===== src/rtl/conv1_pixel_streamer.sv =====
// rtl/conv1_pixel_streamer.sv - Conv1 input gearbox and frame sequencer (bus words -> pixels)
// Optional: `define CONV1_STREAMER_EOL_EN adds pix_eol/pix_eof row/frame markers.
module conv1_pixel_streamer #(
    parameter int pDATA_WIDTH   = 8,
    parameter int pIN_CHANNEL   = 3,
    parameter int pINPUT_WIDTH  = 224,
    parameter int pINPUT_HEIGHT = 224,
    parameter int pBUS_WIDTH    = 64
) (
    input  logic                                 clk,
    input  logic                                 rst,
    input  logic                                 start,
    input  logic [pBUS_WIDTH-1:0]                s_data,
    input  logic                                 s_valid,
    output logic                                 s_ready,
    input  logic                                 dst_ready,
    output logic [pDATA_WIDTH*pIN_CHANNEL-1:0]   pix_data,
    output logic                                 pix_en,
    output logic                                 frame_done,
    output logic                                 busy
`ifdef CONV1_STREAMER_EOL_EN
    ,
    output logic                                 pix_eol,
    output logic                                 pix_eof
`endif
);

    localparam int PIX_W  = pDATA_WIDTH * pIN_CHANNEL;
    localparam int TOTAL  = pINPUT_WIDTH * pINPUT_HEIGHT;
    localparam int BUF_W  = 2 * pBUS_WIDTH;
    localparam int FILL_W = $clog2(BUF_W + 1);
    localparam int CNT_W  = $clog2(TOTAL + 1);

    if (PIX_W > pBUS_WIDTH) begin : g_cfg_check
        $error("conv1_pixel_streamer: pixel wider than bus word");
    end

    typedef enum logic [1:0] {
        IDLE   = 2'd0,
        STREAM = 2'd1,
        DONE   = 2'd2
    } state_t;

    state_t               state_q, state_d;
    logic [BUF_W-1:0]     sbuf_q, sbuf_d;
    logic [FILL_W-1:0]    fill_q, fill_d;
    logic [CNT_W-1:0]     pix_cnt_q;
    logic [BUF_W-1:0]     word_ext;
    logic                 cnt_done;
    logic                 emit;
    logic                 accept;
    logic                 last_emit;
    logic                 frame_start;

    assign word_ext    = {{(BUF_W - pBUS_WIDTH){1'b0}}, s_data};
    assign cnt_done    = (pix_cnt_q == CNT_W'(TOTAL));
    assign frame_start = (state_q == IDLE) && start;

    // Counter reaching TOTAL also closes s_ready so the next frame's first word is never swallowed.
    assign s_ready   = (state_q == STREAM) && !cnt_done
                       && (fill_q <= FILL_W'(BUF_W - pBUS_WIDTH));
    assign accept    = s_valid && s_ready;
    assign emit      = (state_q == STREAM) && !cnt_done
                       && (fill_q >= FILL_W'(PIX_W)) && dst_ready;
    assign last_emit = emit && (pix_cnt_q == CNT_W'(TOTAL - 1));

    assign busy       = (state_q != IDLE);
    assign frame_done = (state_q == DONE);

    always_ff @(posedge clk or posedge rst) begin
        if (rst) begin
            state_q <= IDLE;
        end else begin
            state_q <= state_d;
        end
    end

    always_comb begin
        state_d = state_q;
        case (state_q)
            IDLE:    if (start) state_d = STREAM;
            STREAM:  if (cnt_done) state_d = DONE;
            DONE:    state_d = IDLE;
            default: state_d = IDLE;
        endcase
    end

    // Gearbox: the word lands just above the bits still valid after this edge's pixel leaves.
    always_comb begin
        sbuf_d = sbuf_q;
        fill_d = fill_q;
        if (emit && accept) begin
            sbuf_d = (sbuf_q >> PIX_W) | (word_ext << (fill_q - FILL_W'(PIX_W)));
            fill_d = fill_q + FILL_W'(pBUS_WIDTH - PIX_W);
        end else if (emit) begin
            sbuf_d = sbuf_q >> PIX_W;
            fill_d = fill_q - FILL_W'(PIX_W);
        end else if (accept) begin
            sbuf_d = sbuf_q | (word_ext << fill_q);
            fill_d = fill_q + FILL_W'(pBUS_WIDTH);
        end
        if (last_emit) begin
            sbuf_d = '0;
            fill_d = '0;
        end
    end

    always_ff @(posedge clk or posedge rst) begin
        if (rst) begin
            sbuf_q    <= '0;
            fill_q    <= '0;
            pix_cnt_q <= '0;
            pix_data  <= '0;
            pix_en    <= 1'b0;
        end else begin
            if (frame_start) begin
                sbuf_q    <= '0;
                fill_q    <= '0;
                pix_cnt_q <= '0;
            end else begin
                sbuf_q <= sbuf_d;
                fill_q <= fill_d;
                if (emit) begin
                    pix_cnt_q <= pix_cnt_q + CNT_W'(1);
                end
            end
            pix_en <= emit;
            if (emit) begin
                pix_data <= sbuf_q[PIX_W-1:0];
            end
        end
    end

`ifdef CONV1_STREAMER_EOL_EN
    localparam int COL_W = $clog2(pINPUT_WIDTH + 1);

    logic [COL_W-1:0] col_q;
    logic             col_last;

    assign col_last = (col_q == COL_W'(pINPUT_WIDTH - 1));

    always_ff @(posedge clk or posedge rst) begin
        if (rst) begin
            col_q   <= '0;
            pix_eol <= 1'b0;
            pix_eof <= 1'b0;
        end else begin
            if (frame_start) begin
                col_q <= '0;
            end else if (emit) begin
                col_q <= col_last ? '0 : col_q + COL_W'(1);
            end
            pix_eol <= emit && col_last;
            pix_eof <= last_emit;
        end
    end
`endif

endmodule


===== config.mk =====
export PLATFORM = sky130hd
export DESIGN_NAME = conv1_pixel_streamer
export DESIGN_NICKNAME = d
export VERILOG_FILES = /design/src/rtl/conv1_pixel_streamer.sv
export SDC_FILE = /design/constraint.sdc
export NUM_CORES = 1
export LEC_CHECK = 0
export ABC_AREA = 1
export CORE_UTILIZATION = 44
export DETAILED_ROUTE_END_ITERATION = 10
export GPL_ROUTABILITY_DRIVEN = 0
export MAX_ROUTING_LAYER = met4
export SETUP_SLACK_MARGIN = 0.02
export SLEW_MARGIN = 20
export SYNTH_ARGS = -nofsm -noshare
export SYNTH_HDL_FRONTEND = slang
export SYNTH_SLANG_ARGS = --single-unit

===== constraint.sdc =====
create_clock -name clk -period 7.9 [get_ports clk]
set_clock_uncertainty 0.15 [all_clocks]
set_input_delay 1.975 -clock clk [delete_from_list [all_inputs] [get_ports clk]]
set_output_delay 1.975 -clock clk [all_outputs]
set_load 0.02 [all_outputs]

After elaboration in Yosys (flattened, before gate mapping)
Cells that the tools add are included.
- flip-flop bits (word level): 179
- input port bits: 69
- output and inout bits: 28
- add/sub/neg operators: 4
- magnitude comparators: 2
- equality and inequality tests: 6
- shift-type cells: 2
- mux-type cells: 15
- bitwise logic cells: 2
- reduce and logical (&&, ||, !) cells: 14
- operator list (cell ; count):
    2-to-1 mux 128 bit ; 5
    << shifter 64 x 8 -> 128 bit ; 2
    OR 104 x 128 -> 128 bit ; 1
    OR 128 bit ; 1
    2-to-1 mux 8 bit ; 5
    equality test 16 bit (second input constant) ; 2
    2-to-1 mux 16 bit ; 2
    adder 16 x 1 -> 16 bit (second input constant) ; 1
    adder 8 x 6 -> 8 bit (second input constant) ; 1
    adder 8 x 7 -> 8 bit (second input constant) ; 1
    greater-or-equal comparator 8 x 5 -> 1 bit (second input constant) ; 1
    less-or-equal comparator 8 x 7 -> 1 bit (second input constant) ; 1
    logical AND 1 bit ; 8
    subtractor 8 x 5 -> 8 bit (second input constant) ; 1
    nonzero test 5 bit ; 1
    2-to-1 mux 2 bit ; 2
    != test 2 bit (second input constant) ; 2
    case mux 2 bit (2 select lines) ; 1
    nonzero test 2 bit ; 2
    equality test 2 x 1 -> 1 bit (second input constant) ; 1
    equality test 2 bit (second input constant) ; 1
    logical NOT 2 bit ; 1
    AND reduction 2 bit ; 1
    logical NOT 1 bit ; 1

Depth between registers and ports, before layout
- depth in word-level cells: 10
- mapped depth: 16
- depth with buffers taken out: 13

Worst setup path before layout
No wires, ideal clock.
- path type: reg-to-output
- start: register fill_q[7]
- end: output port s_ready
- data arrival time: 1855 ps
- required time: 5775 ps
- path slack: 3920 ps
- stages on the path, launching flop included: 10
- buffers on the path: 3
- cells stage by stage: dfrtp_1 -> buf_2 -> inv_1 -> clkbuf_1 -> buf_1 -> ha_1 -> nand2_1 -> o21bai_1 -> nand3_2 -> inv_2
- word-level cells in the longest chain between the ends: 2
- ends and longest elaborated chain (item ; RTL line ; source):
    start: declaration ; 46 ; logic [FILL_W-1:0] fill_q, fill_d;
    start signal: assignment ; 122 ; fill_q <= fill_d;
    less-or-equal comparator 8 x 7 -> 1 bit ; 61 ; && (fill_q <= FILL_W'(BUF_W - pBUS_WIDTH));
    logical AND 1 bit ; 61 ;
    end: declaration ; 15 ; output logic s_ready,
Every way passes these cells.

Worst setup path after layout
- start: register fill_q[6]
- end: output port s_ready
Same word-level chain as after synthesis.

==> metrics.csv <==
stage;metric;value;unit
setup_path;critical_path_depth;7;
clock_tree;cts_inserted_buffers;17;
setup_path;worst-path-buf-inv;4;
routing;drt-initial-drc-count;2569;
routing;routedWlPerCell;22.41;um
clock_tree;post_cts_resized;0;
routing;vias;18825;
placed_design;portBuffers;96;
synthesis;syn_area_per_cell;5.773;um^2
setup_path;critPathSlowestCell;inv_1;
synthesis;synth-seq-cells;176;
timing;tns;0;ns
power;power_per_cell_area;534.0;nW/um^2
setup_path;worstReg2RegEnd;sbuf_q[122];
timing;fin_crit;5.543;ns
setup_path;path_class;register to primary output;
setup_path;crit_arrival;3.42;ns
synthesis;seq_area_frac_synth;28.81;%
setup_path;timing.rr.start;fill_q[6];
power;p_leak;8.509;nW
floorplan;die-area;35490;um^2
setup_path;reg2reg_depth;12;
floorplan;core_area;33870;um^2
placed_design;dpl.hpwl;45.38;mm
timing;slew_viol_final;0;
setup_path;cp_top_family;buffers and inverters;
synthesis;synth_area;15290;um^2
clock_tree;cts_tree;built;
hold_path;hold_class;register to register;
floorplan;die_y;188.4;um
timing;worstMarginPinSlew;1.166;ns
floorplan;fp.dieW;188.4;um
final_layout;drive_above_1_share;4.000;%
setup_path;path_cells;buf_4 -> inv_1 -> ha_1 -> o21bai_1 -> nand3_2 -> inv_2 -> clkdlybuf4s50_1;
global_routing;grt_max_degree;121;
placed_design;placedCellCount;3041;
final_layout;multi_input_area;9615;um^2
routing;ant_nets;0;
timing;setup_viol;0;
final_layout;fillerInstances;3649;
timing;finalCritPeriodShare;70.16;%
final_layout;area_growth;10.81;%
hold_path;min_path_cells;2;
setup_path;startpoint_type;register;
routing;routed_wl;69.09;mm
floorplan;rows;67;
timing;slew_headroom;22.25;%
synthesis;yosysWarnings;0;
timing;finalHoldViolCount;0;
synthesis;synth_top_area_share;28.81;%
synthesis;synth_nets;2722;
setup_path;r2r_slack;2.88;ns
final_layout;num-nets-final;2686;
setup_path;worstSetupEndpointType;primary output;
clock_tree;clockBufferDepth;2;
clock_tree;cts.sinks;176;
setup_path;critPathLaunch;fill_q[6];
global_routing;grt_pass1_wl;105.3;mm
floorplan;start_util;45.14;%
clock_tree;path_clk_slew;0.08;ns
status;status;completed;
clock_tree;clock_latency;0.46;ns
clock_tree;clockRootBuffer;clkbuf_16;
routing;vias_per_cell;6.106;
routing;drt_first_pass_iters;6;
timing;fmax;180.4;MHz
flow_run;cap_violations;0;
setup_path;slowest_delay;0.67;ns
routing;drc;0;
final_layout;final_cells;3083;
power;ir_drop;1.027;mV
clock_tree;htreeDepth;4;
synthesis;yosysUniqueCellTypes;40;
setup_path;critPathMaxFanout;48;
setup_path;crit_end;s_ready;
clock_tree;hold_buffers;0;
global_routing;grt_usage;40.43;%
synthesis;synthCells;2648;
final_layout;seqCellArea;4409;um^2
synthesis;synth.top_cells.by_area;dfrtp_1 (29%), nand2_1 (25%), nand3_1 (11%);
setup_path;required;5.78;ns
global_routing;grt.overflow.total;0;
floorplan;pin_count;97;
clock_tree;cts_setup_buffers;0;
global_routing;antenna_found_initial;8;
global_routing;grt_pass1_vias;17098;
synthesis;synth.largest_area_cell;dfrtp_1;
timing;grt_setup_unrepaired;false;
==> power by group <==
group	total, mW	internal, mW	switching (mW)
clock network	0.918	0.509	0.409
registers	1.67	1.32	0.344
logic	6.46	1.77	4.69
total	9.05	3.60	5.45
==> area by class of cell <==
class,instances,share of cell area (%)
antenna,10,0.1477
clock buffer,20,2.637
clock inverter,12,0.9306
inverter,134,3.021
multi-input combinational,2155,56.76
sequential,176,26.03
tap,448,3.309
timing repair buffer,128,7.164
==> worst reg2reg max path: stages (launching register included) <==
cell and delay, ns:
dfrtp_1 0.33, buf_4 0.55, inv_1 0.67, ha_1 0.45, nand3_1 0.14, nand2_2 0.11, nor2_8 0.47, nor2_4 0.04
buf_4 0.29, nand2_4 0.40, buf_4 0.90, nand4_1 0.25, a21oi_1 0.19
==> metal layers <==
metal	vias up	GRT usage (%)	routed length (um)
met1	8722	53.99	28210
met3	263	9.722	8704
met5	-	-	0
met2	1297	56.37	28500
met4	0	20.84	3675
li1	8543	-	-
==> cell usage in the layout, fill, tap and decap left out, types with 2 or more instances in the layout <==
cell	instances
a21boi_0	4
a21o_1	5
a21oi_1	140
and2_0	7
and2_1	15
buf_4	31
bufinv_16	3
clkbuf_1	2
clkbuf_16	17
clkdlybuf4s50_1	96
clkinv_2	3
clkinvlp_4	3
dfrtp_1	174
diode_2	10
ha_1	4
inv_1	120
inv_2	12
inv_6	3
nand2_1	1008
nand2_2	5
nand2_4	2
nand3_1	351
nand4_1	29
nor2_1	283
nor2_2	2
nor2_4	8
nor3_1	9
o211ai_1	42
o21a_1	23
o21ai_0	168
o21ai_1	27
o21bai_1	2
o22ai_1	2
or2_2	5
xor2_1	4
==> synth_stat cells (all sizes together) <==
cell     count
o22ai        2
clkbuf      83
nand3      352
or3          1
inv        134
a2bb2oi      1
o211ai      42
o21bai       2
nor2       294
a21oi      140
nor3        10
o21ai      195
nor4         1
buf        100
o31ai        1
dfrtp      176
nand4       29
nand2     1015
a21boi       4
ha           5
xor2         4
xnor2        1
or2          5
a21o         5
a31oi        1
o21a        23
and2        22
==> worst min path at each step <==
stage	startpoint	to	slack, ns
2_1_floorplan	sbuf_q[100]	sbuf_q[100]	0.30
3_3_place_gp	pix_data[11]	pix_data[11]	0.30
3_5_place_dp	pix_data[11]	pix_data[11]	0.31
4_1_cts	pix_data[11]	pix_data[11]	0.32
5_1_grt	pix_data[6]	pix_data[6]	0.34
6_report	pix_data[11]	pix_data[11]	0.32
==> registers in the layout (all words and copies together), names as in the netlist <==
register	flops
sbuf_q	128
pix_data	24
pix_cnt_q	16
fill_q	5
state_q	2
pix_en	1
==> metrics by stage <==
| stage | hold slack (ns) | power (mW) | setup WS, ns | instance area (um^2) | utilization, % |
|---|---|---|---|---|---|
| after global placement | 0.3047 | 7.839 | 2.661 | 16300 | 48.14 |
| final | 0.3174 | 9.046 | 2.357 | 16940 | 50.02 |
| after floorplan | 0.2988 | 5.834 | 1.001 | 15290 | - |
| after CTS | 0.3239 | 8.790 | 2.443 | 16910 | 49.93 |
| after global routing | 0.3395 | 9.661 | 2.290 | 16940 | 50.00 |
| after detailed placement | 0.3072 | 7.855 | 2.582 | 16310 | 48.15 |
==> kinds of logic (layout without fill, tap and decap cells) <==
kind of cell	count (synthesis)	in the layout	synth area share, %
buf+inv	317	294	8.602
fa+ha+maj	5	5	0.4092
xor+xnor	5	5	0.2864
other cells	0	10	0
compound gates	416	416	14.93
flops	176	176	28.81
simple gates	1729	1729	46.96
Power figures use the tool's default switching activity.
